==> config.mk <==
export PLATFORM = sky130hd
export DESIGN_NAME = bnn_ctrl_flat
export DESIGN_NICKNAME = d
export VERILOG_FILES = /design/src/rtl/bnn_ctrl_if.sv /design/src/rtl/bnn_ctrl.sv /design/src/flat_wrapper.sv
export SDC_FILE = /design/constraint.sdc
export NUM_CORES = 1
export LEC_CHECK = 0
export CORE_MARGIN = 2
export CORE_UTILIZATION = 47
export DETAILED_ROUTE_END_ITERATION = 10
export MAX_ROUTING_LAYER = met4
export PLACE_DENSITY = 0.8
export SKIP_CTS_REPAIR_TIMING = 1
export SLEW_MARGIN = 20
export SYNTH_ARGS = -nofsm -noshare
export SYNTH_HDL_FRONTEND = slang
export SYNTH_SLANG_ARGS = --single-unit
==> constraint.sdc <==
create_clock -name clk_i -period 3.5 [get_ports clk_i]
set_input_delay 0.7 -clock clk_i [delete_from_list [all_inputs] [get_ports clk_i]]
set_output_delay 0.7 -clock clk_i [all_outputs]
set_load 0.005 [all_outputs]
==> src/rtl/bnn_ctrl_if.sv <==
// ============================================================================
// Module      : bnn_ctrl_if
// Description : Host/core bundle for bnn_ctrl: row-byte load handshake,
//               start/status, image to the core, class scores and result.
// Revision    : 1.0  initial release
// ============================================================================
`default_nettype none

interface bnn_ctrl_if #(
    parameter int IMG_ROWS  = 8,
    parameter int N_CLASSES = 10,
    parameter int SCORE_W   = 7
);
    logic                                  load_valid_i;
    logic [7:0]                            load_data_i;
    logic                                  load_ready_o;
    logic                                  start_i;
    logic                                  busy_o;
    logic                                  done_o;
    logic                                  trigger_o;
    logic [0:0][IMG_ROWS-1:0][7:0]         layer_o;
    logic [N_CLASSES-1:0][SCORE_W-1:0]     score_i;
    logic [$clog2(N_CLASSES)-1:0]          class_o;
    logic [SCORE_W-1:0]                    max_score_o;

    modport master (
        output load_valid_i, load_data_i, start_i, score_i,
        input  load_ready_o, busy_o, done_o, trigger_o, layer_o, class_o, max_score_o
    );

    modport slave (
        input  load_valid_i, load_data_i, start_i, score_i,
        output load_ready_o, busy_o, done_o, trigger_o, layer_o, class_o, max_score_o
    );
endinterface

`default_nettype wire

==> src/rtl/bnn_ctrl.sv <==
// ============================================================================
// Module      : bnn_ctrl
// Description : Sequencer for the binarized-network core: loads an image,
//               waits a settle window, then scans class scores for argmax.
//               Capture trigger enabled by macro BNN_CTRL_TRIGGER_EN.
// Revision    : 1.0  initial release
// ============================================================================
`default_nettype none

module bnn_ctrl #(
    parameter int IMG_ROWS      = 8,
    parameter int N_CLASSES     = 10,
    parameter int SCORE_W       = 7,
    parameter int SETTLE_CYCLES = 4
) (
    input  logic         clk_i,
    input  logic         rst_ni,
    bnn_ctrl_if.slave    bus
);

    localparam int c_ROW_W     = $clog2(IMG_ROWS + 1);
    localparam int c_ROW_IDX_W = (IMG_ROWS > 1) ? $clog2(IMG_ROWS) : 1;
    localparam int c_IDX_W     = $clog2(N_CLASSES);

    localparam logic [c_ROW_W-1:0] c_LAST_ROW    = c_ROW_W'(IMG_ROWS - 1);
    localparam logic [c_IDX_W-1:0] c_LAST_K      = c_IDX_W'(N_CLASSES - 1);
    localparam logic [7:0]         c_SETTLE_INIT = 8'(SETTLE_CYCLES - 1);

    localparam logic [1:0] c_ST_IDLE   = 2'd0;
    localparam logic [1:0] c_ST_SETTLE = 2'd1;
    localparam logic [1:0] c_ST_SCAN   = 2'd2;
    localparam logic [1:0] c_ST_DONE   = 2'd3;

    logic [1:0]                     r_state;
    logic [c_ROW_W-1:0]             r_row_cnt;
    logic                           r_full;
    logic [7:0]                     r_settle_cnt;
    logic [c_IDX_W-1:0]             r_k;
    logic [c_IDX_W-1:0]             r_best_idx;
    logic [SCORE_W-1:0]             r_best_score;
    logic [c_IDX_W-1:0]             r_class;
    logic [SCORE_W-1:0]             r_max;
    logic [0:0][IMG_ROWS-1:0][7:0]  r_layer;

    logic                           w_idle;
    logic                           w_load_ready;
    logic                           w_load_fire;
    logic                           w_start;
    logic [SCORE_W-1:0]             w_score_k;
    logic                           w_take;
    logic [c_IDX_W-1:0]             w_nidx;
    logic [SCORE_W-1:0]             w_nscore;

    assign w_idle       = (r_state == c_ST_IDLE);
    assign w_load_ready = w_idle && !r_full;
    assign w_load_fire  = w_load_ready && bus.load_valid_i;
    // full is the registered value, so a start alongside the last byte is ignored
    assign w_start      = w_idle && r_full && bus.start_i;

    // Strict compare keeps the lowest index on ties
    assign w_score_k = bus.score_i[r_k];
    assign w_take    = (r_k == '0) || (w_score_k > r_best_score);
    assign w_nidx    = w_take ? r_k       : r_best_idx;
    assign w_nscore  = w_take ? w_score_k : r_best_score;

    always_ff @(posedge clk_i or negedge rst_ni) begin
        if (!rst_ni) begin
            r_state      <= c_ST_IDLE;
            r_row_cnt    <= '0;
            r_full       <= 1'b0;
            r_settle_cnt <= '0;
            r_k          <= '0;
            r_best_idx   <= '0;
            r_best_score <= '0;
            r_class      <= '0;
            r_max        <= '0;
            r_layer      <= '0;
        end else begin
            case (r_state)
                c_ST_IDLE: begin
                    if (w_load_fire) begin
                        r_layer[0][r_row_cnt[c_ROW_IDX_W-1:0]] <= bus.load_data_i;
                        r_row_cnt <= r_row_cnt + 1'b1;
                        if (r_row_cnt == c_LAST_ROW) begin
                            r_full <= 1'b1;
                        end
                    end
                    if (w_start) begin
                        r_state      <= c_ST_SETTLE;
                        r_settle_cnt <= c_SETTLE_INIT;
                    end
                end
                c_ST_SETTLE: begin
                    if (r_settle_cnt == 8'd0) begin
                        r_state <= c_ST_SCAN;
                        r_k     <= '0;
                    end else begin
                        r_settle_cnt <= r_settle_cnt - 8'd1;
                    end
                end
                c_ST_SCAN: begin
                    r_best_idx   <= w_nidx;
                    r_best_score <= w_nscore;
                    // Result is registered on the final compare so it is valid during done_o
                    if (r_k == c_LAST_K) begin
                        r_state <= c_ST_DONE;
                        r_class <= w_nidx;
                        r_max   <= w_nscore;
                    end else begin
                        r_k <= r_k + 1'b1;
                    end
                end
                c_ST_DONE: begin
                    r_row_cnt <= '0;
                    r_full    <= 1'b0;
                    r_state   <= c_ST_IDLE;
                end
                default: begin
                    r_state <= c_ST_IDLE;
                end
            endcase
        end
    end

    assign bus.load_ready_o = w_load_ready;
    assign bus.busy_o       = !w_idle;
    assign bus.done_o       = (r_state == c_ST_DONE);
    assign bus.layer_o      = r_layer;
    assign bus.class_o      = r_class;
    assign bus.max_score_o  = r_max;

`ifdef BNN_CTRL_TRIGGER_EN
    assign bus.trigger_o = (r_state == c_ST_SETTLE);
`else
    assign bus.trigger_o = 1'b0;
`endif

endmodule

`default_nettype wire

==> src/flat_wrapper.sv <==
// flat-port wrapper written by rule: the top's interface ports become plain ports
module bnn_ctrl_flat 
#(
    parameter int IMG_ROWS      = 8,
    parameter int N_CLASSES     = 10,
    parameter int SCORE_W       = 7,
    parameter int SETTLE_CYCLES = 4
)
  (clk_i, rst_ni, bus_load_valid_i, bus_load_data_i, bus_start_i, bus_score_i, bus_load_ready_o, bus_busy_o, bus_done_o, bus_trigger_o, bus_layer_o, bus_class_o, bus_max_score_o);
  bnn_ctrl_if #(.IMG_ROWS(IMG_ROWS), .N_CLASSES(N_CLASSES), .SCORE_W(SCORE_W)) bus_i ();
  input  logic clk_i;
  input  logic rst_ni;
  input wire logic [$bits(bus_i.load_valid_i)-1:0] bus_load_valid_i;
  input wire logic [$bits(bus_i.load_data_i)-1:0] bus_load_data_i;
  input wire logic [$bits(bus_i.start_i)-1:0] bus_start_i;
  input wire logic [$bits(bus_i.score_i)-1:0] bus_score_i;
  output wire logic [$bits(bus_i.load_ready_o)-1:0] bus_load_ready_o;
  output wire logic [$bits(bus_i.busy_o)-1:0] bus_busy_o;
  output wire logic [$bits(bus_i.done_o)-1:0] bus_done_o;
  output wire logic [$bits(bus_i.trigger_o)-1:0] bus_trigger_o;
  output wire logic [$bits(bus_i.layer_o)-1:0] bus_layer_o;
  output wire logic [$bits(bus_i.class_o)-1:0] bus_class_o;
  output wire logic [$bits(bus_i.max_score_o)-1:0] bus_max_score_o;
  assign bus_i.load_valid_i = bus_load_valid_i;
  assign bus_i.load_data_i = bus_load_data_i;
  assign bus_i.start_i = bus_start_i;
  assign bus_i.score_i = bus_score_i;
  assign bus_load_ready_o = bus_i.load_ready_o;
  assign bus_busy_o = bus_i.busy_o;
  assign bus_done_o = bus_i.done_o;
  assign bus_trigger_o = bus_i.trigger_o;
  assign bus_layer_o = bus_i.layer_o;
  assign bus_class_o = bus_i.class_o;
  assign bus_max_score_o = bus_i.max_score_o;
  bnn_ctrl #(.IMG_ROWS(IMG_ROWS), .N_CLASSES(N_CLASSES), .SCORE_W(SCORE_W), .SETTLE_CYCLES(SETTLE_CYCLES)) u_core (.clk_i(clk_i), .rst_ni(rst_ni), .bus(bus_i));
endmodule
* Yosys cells after proc, flatten, opt, wreduce, memory -nomap -nowiden
Index checks and enable logic that the tools add are counted.
** Cells by class
- Add/sub/neg operators :: 3
- Order comparisons :: 4
- Equality and inequality tests :: 12
- Mux-type cells :: 22
- Reductions and logical operators :: 21
** Operator list (number)
- $bwmux W64 :: 1
- $bmux W7 S4 :: 1
- $demux W8 S3 :: 1
- $mux W8 :: 3
- $mux W4 :: 4
- $pmux W4 S2 :: 2
- $pmux W8 S2 :: 1
- $mux W7 :: 2
- $reduce_and A3 Y1 :: 4
- $ne A2 B2 Y1 const B :: 5
- $add A4 B1 Y4 const B :: 2
- $logic_not A8 Y1 :: 1
- $pmux W2 S4 :: 1
- $sub A8 B1 Y8 const B :: 1
- $gt A7 B7 Y1 :: 1
- $mux W2 :: 3
- $reduce_and A2 Y1 :: 3
- $reduce_bool A2 Y1 :: 3
- $logic_and A1 B1 Y1 :: 5
- $lt A4 B5 Y1 const B :: 1
- $eq A2 B2 Y1 const B :: 2
- $eq A4 B3 Y1 const B :: 1
- $eq A4 B4 Y1 const B :: 1
- $logic_not A4 Y1 :: 1
- other kinds (9) :: 12
** Word-level totals
- Bits in registers :: 105
- Input bits :: 82
- Output and inout bits :: 79
- Logic and storage cells :: 79

* Logic depth before layout (Yosys ltp)
- Depth after elaboration :: 5
- Gate-level depth with buffers :: 12
- Gate-level depth less buffers :: 9

* Least setup slack after synthesis
Ideal clock, no wire load.
- Path type :: reg2reg
- Start point :: register u_core.r_k[0]
- End point :: register u_core.r_best_idx[2]
- Library setup time :: 125 ps
- Arrival :: 2705 ps
- Data required time :: 3375 ps
- Slack :: 671 ps
- Stages on the path, launching flop included :: 11
- Path buffers :: 2
- Period minus slack after synthesis :: 2829 ps
- Cells stage by stage :: dfrtp_1 > clkbuf_2 > buf_4 > mux4_2 > nand2_1 > nand3_1 > ha_1 > nand4_1 > or3b_1 > o211ai_1 > mux2_2
** On the way
- Cells in the longest elaborated chain, start to end :: 5
- Elaborated cells between the ends (all ways) :: 6
- Those cells by class :: order compare: 1; mux: 3; reduce/logical: 2
** Ends and longest elaborated chain
- from (decl) :: line bnn_ctrl.sv:38 : logic [c_IDX_W-1:0] r_k;
- from (signal assigned) :: line bnn_ctrl.sv:110 : r_k <= r_k + 1'b1;
- $bmux W7 S4 :: line bnn_ctrl.sv:61 : assign w_score_k = bus.score_i[r_k];
- $mux W7 (implied by the code) :: line bnn_ctrl.sv:61
- $gt A7 B7 Y1 :: line bnn_ctrl.sv:62 : assign w_take = (r_k == '0) || (w_score_k > r_best_score);
- $logic_or A1 B1 Y1 (*) :: line bnn_ctrl.sv:62
- $mux W4 (*) :: line bnn_ctrl.sv:63 : assign w_nidx = w_take ? r_k : r_best_idx;
- to (signal assigned) :: line bnn_ctrl.sv:102 : r_best_idx <= w_nidx;
- to (decl) :: line bnn_ctrl.sv:39 : logic [c_IDX_W-1:0] r_best_idx;
Mark *: on every way between the ends. The rest lies on a longest branch, timed or not. The select of a mux whose other input is x is not followed.
A chain may end at the register's enable or synchronous reset.

* Final worst setup path
- Start point :: input bus_score_i[26]
- End point :: register u_core.r_class[1] (netlist: u_core.bus.class_o[1])
** On the way
- Cells in the longest elaborated chain, start to end :: 5
** Ends and longest elaborated chain
- from (decl) :: line flat_wrapper.sv:16 : input wire logic [$bits(bus_i.score_i)-1:0] bus_score_i;
- $bmux W7 S4 :: line bnn_ctrl.sv:61
- $mux W7 (implied by the code) :: line bnn_ctrl.sv:61
- $gt A7 B7 Y1 :: line bnn_ctrl.sv:62
- $logic_or A1 B1 Y1 :: line bnn_ctrl.sv:62
- $mux W4 :: line bnn_ctrl.sv:63
- to (signal assigned) :: line bnn_ctrl.sv:107 : r_class <= w_nidx;
- to (decl) :: line bnn_ctrl.sv:41 : logic [c_IDX_W-1:0] r_class;
Every way passes these cells. The select of a mux whose other input is x is not followed.

==> results.json <==
{
  "fin_util_pct": 67.4,
  "cts_buffers": 9,
  "initial_core_util_pct": 48.6,
  "grt-busiest-layer": "met2",
  "grt_max_degree": 55,
  "rsz0062_at_grt": "no",
  "grt_use_met3_pct": 3.94,
  "routabilityCongestion": 0.826,
  "grt_pass1_wl_um": 20500,
  "max_freq_mhz": 321,
  "cp_slowest_cell": "mux4_2",
  "cp_top_family": "simple AND/OR/NAND/NOR gates",
  "overflow": 0,
  "met1_usage_pct": 27.5,
  "skew_ps": 9.87,
  "htree_levels": 3,
  "p_clk_share_pct": 17.4,
  "min_path_type": "input port to asynchronous set/reset pin",
  "nets": 715,
  "ys_seq_area_share_pct": 49.4,
  "die-area_um2": 12200,
  "cts.clk_slew.worst_paths_ps": 80,
  "syn_area_per_cell_um2": 11.7,
  "clockBufferDepth": 2,
  "netlist.area_leader.share_pct": 49.4,
  "leakage_uw": 0.00318,
  "io_pins": 161,
  "synth_flop_cell": "dfrtp_1",
  "wire_per_inst_um": 16.9,
  "dr_total_vias": 4149,
  "dp_slack_ps": 36.8,
  "syn_inst": 453,
  "power.density_nw_per_um2": 746,
  "drc": 0,
  "met2_usage_pct": 39.9,
  "tns_ps": 0,
  "cp_slowest_stage_delay_ps": 480,
  "portBuffers": 159,
  "p_seq_share_pct": 38.4,
  "clkSinkCount": 105,
  "comb_power_share_pct": 44.2,
  "swShare_pct": 33.4,
  "slew_headroom_pct": 50.4,
  "required_ps": 3720,
  "outcome": "complete, no violations",
  "antenna_found_initial": 0,
  "clock_latency_ps": 340,
  "ys_types": 57,
  "antenna_cells": 0,
  "die_y_um": 110,
  "grt_pass1_vias": 4129,
  "cp-start-kind": "input port",
  "p_int_uw": 3660,
  "ys_async_sr_fraction_pct": 100,
  "yosys.area.top_type": "dfrtp_1",
  "rows": 38,
  "worst_pin_slew_ps": 738,
  "finalCritPeriodShare_pct": 89.0,
  "synth_edf_count": 0,
  "path_cells": "clkdlybuf4s50_1, mux4_2, nand2_1, nand3_1, ha_1, nand4_1, or3b_1, o21ai_2, mux2i_1, a21oi_1",
  "track_usage_pct": 22.7,
  "area_growth_pct": 38.6,
  "maxCapViolations": 0,
  "crit_type": "input port to flop",
  "arrival_ps": 3340,
  "setup_ws_ps": 386,
  "synth.cell_area_um2": 5320,
  "drt-total-wl_um": 12900,
  "peakVddDrop_v": 0.000379,
  "synth_area_leaders": "dfrtp_1 49%, mux2_2 18%, ha_1 4.0%",
  "drtIter0Drc": 201,
  "final_antenna_net_count": 0,
  "cp_max_fo": 6,
  "setup_violations": 0,
  "dpl.hpwl_um": 9960,
  "finalHoldViolCount": 0,
  "path_buf_inv": 1,
  "yosysWarningCount": 0,
  "p_total_uw": 5500,
  "slew_viol_final": 0,
  "p_sw_uw": 1840,
  "synth.net_count": 552,
  "drive_above_1_share_pct": 22.2,
  "core_um2": 10900,
  "yosysMostFrequentCell": "dfrtp_1",
  "end_kind": "flop",
  "cts_tree": "done",
  "dr.pass1.iters": 4,
  "root_buffer": "clkbuf_16",
  "die_x_um": 110,
  "ys_ff_latch": 105,
  "vias_per_cell": 5.45,
  "synthTopCellsByCount": "105 x dfrtp_1, 87 x mux2_2, 33 x nand2_1, 31 x nor2_1, 28 x o21ai_0",
  "min_period_ps": 3110
}
## metal layers
metal	routed length (µm)	vias to the layer above
met4	143	0
li1	-	1952
met1	5270	2007
met3	976	11
met5	0	-
met2	6480	179
## worst reg2reg max path, delay by kind of cell (launching register included)
kind / cells / cell delay [ps]
AOI/OAI and AO/OA: 3 / 400
adders and majority gates: 1 / 380
buffers and inverters: 1 / 190
DFF: 1 / 610
muxes: 2 / 630
and+or+nand+nor: 3 / 710
## sequential cells by signal, summed over array words and instances, names as in the netlist
register	cells
u_core.r_full	1
u_core.r_state	2
u_core.r_settle_cnt	8
u_core.bus.layer_o	64
u_core.bus.class_o	4
u_core.r_row_cnt	4
u_core.r_best_idx	4
u_core.bus.max_score_o	7
u_core.r_best_score	7
u_core.r_k	4
## path summary, 6_finish.rpt
| path | from | to | slack [ps] | cells past startpoint |
|---|---|---|---|---|
| worst max register to register | u_core.r_k[0] | u_core.bus.class_o[1] | 450 | 10 |
| worst min-delay path | rst_ni | u_core.bus.layer_o[14] | 390 | 1 |
| min in group clk_i | u_core.bus.max_score_o[3] | u_core.bus.max_score_o[3] | 490 | 2 |
| max in group asynchronous | rst_ni | u_core.bus.layer_o[33] | 2370 | 2 |
| worst min register to register | u_core.bus.max_score_o[3] | u_core.bus.max_score_o[3] | 490 | 2 |
| worst max-delay path | bus_score_i[26] | u_core.bus.class_o[1] | 390 | 10 |
## stage by stage
step                cell area [µm²]  hold slack [ps]  instances
global placement               7080              467        745
finish                         7370              391        761
floorplan                      5320              404        453
global route                   7370              461        761
detailed placement             7080              478        745
CTS                            7370              421        761
## logic make-up after synthesis
group           count (synthesis)  share of synthesized area [%]
simple gates                  116                           12.1
flops                         105                           49.4
mux                            96                           21.8
compound gates                 75                           8.61
buf+inv                        36                           2.89
fa+ha+maj                      17                           4.00
xor+xnor                        7                           1.15
other cells                     1                         0.0705
## power by group through the flow
stage | sequential (µW) | combinational [µW] | clock (µW)
after floorplan | 2030 | 1270 | 0
after global placement | 2100 | 2360 | 0
after detailed placement | 2140 | 2440 | 0
after CTS | 2110 | 2450 | 978
after global routing | 2180 | 2690 | 1030
final | 2110 | 2430 | 960
## placed cells by master (no fill, tap or decap), drive strengths merged, types with 2 or more instances in the layout
| cell type | Yosys | routed |
|---|---|---|
| mux4 | 7 | 7 |
| xor2 | 7 | 7 |
| o211ai | 3 | 3 |
| clkbuf | 5 | 9 |
| clkinv | 0 | 3 |
| or2 | 2 | 2 |
| nor2 | 33 | 33 |
| nor3 | 6 | 6 |
| clkdlybuf4s50 | 0 | 158 |
| a21oi | 14 | 14 |
| inv | 20 | 23 |
| a22oi | 6 | 6 |
| dfrtp | 105 | 105 |
| nand4 | 5 | 5 |
| o21ai | 34 | 34 |
| mux2i | 2 | 2 |
| nand3 | 14 | 14 |
| or3b | 2 | 2 |
| nand2b | 2 | 2 |
| o31ai | 2 | 2 |
| nand3b | 4 | 4 |
| and2 | 2 | 2 |
| o2111ai | 2 | 2 |
| and3b | 2 | 2 |
| nand2 | 34 | 34 |
| buf | 11 | 10 |
| nor3b | 4 | 4 |
| a32oi | 3 | 3 |
| a31oi | 2 | 2 |
| ha | 17 | 17 |
| mux2 | 87 | 87 |
## final cells by class
type	instances	area [µm²]
Clock buffer	9	225
Clock inverter	7	61.3
Fill cell	806	3560
Inverter	20	75.1
Multi-Input combinational cell	312	2540
Sequential cell	105	2630
Tap cell	140	175
Timing Repair Buffer	168	1670
Note: power is estimated with default switching activity, not from simulation.
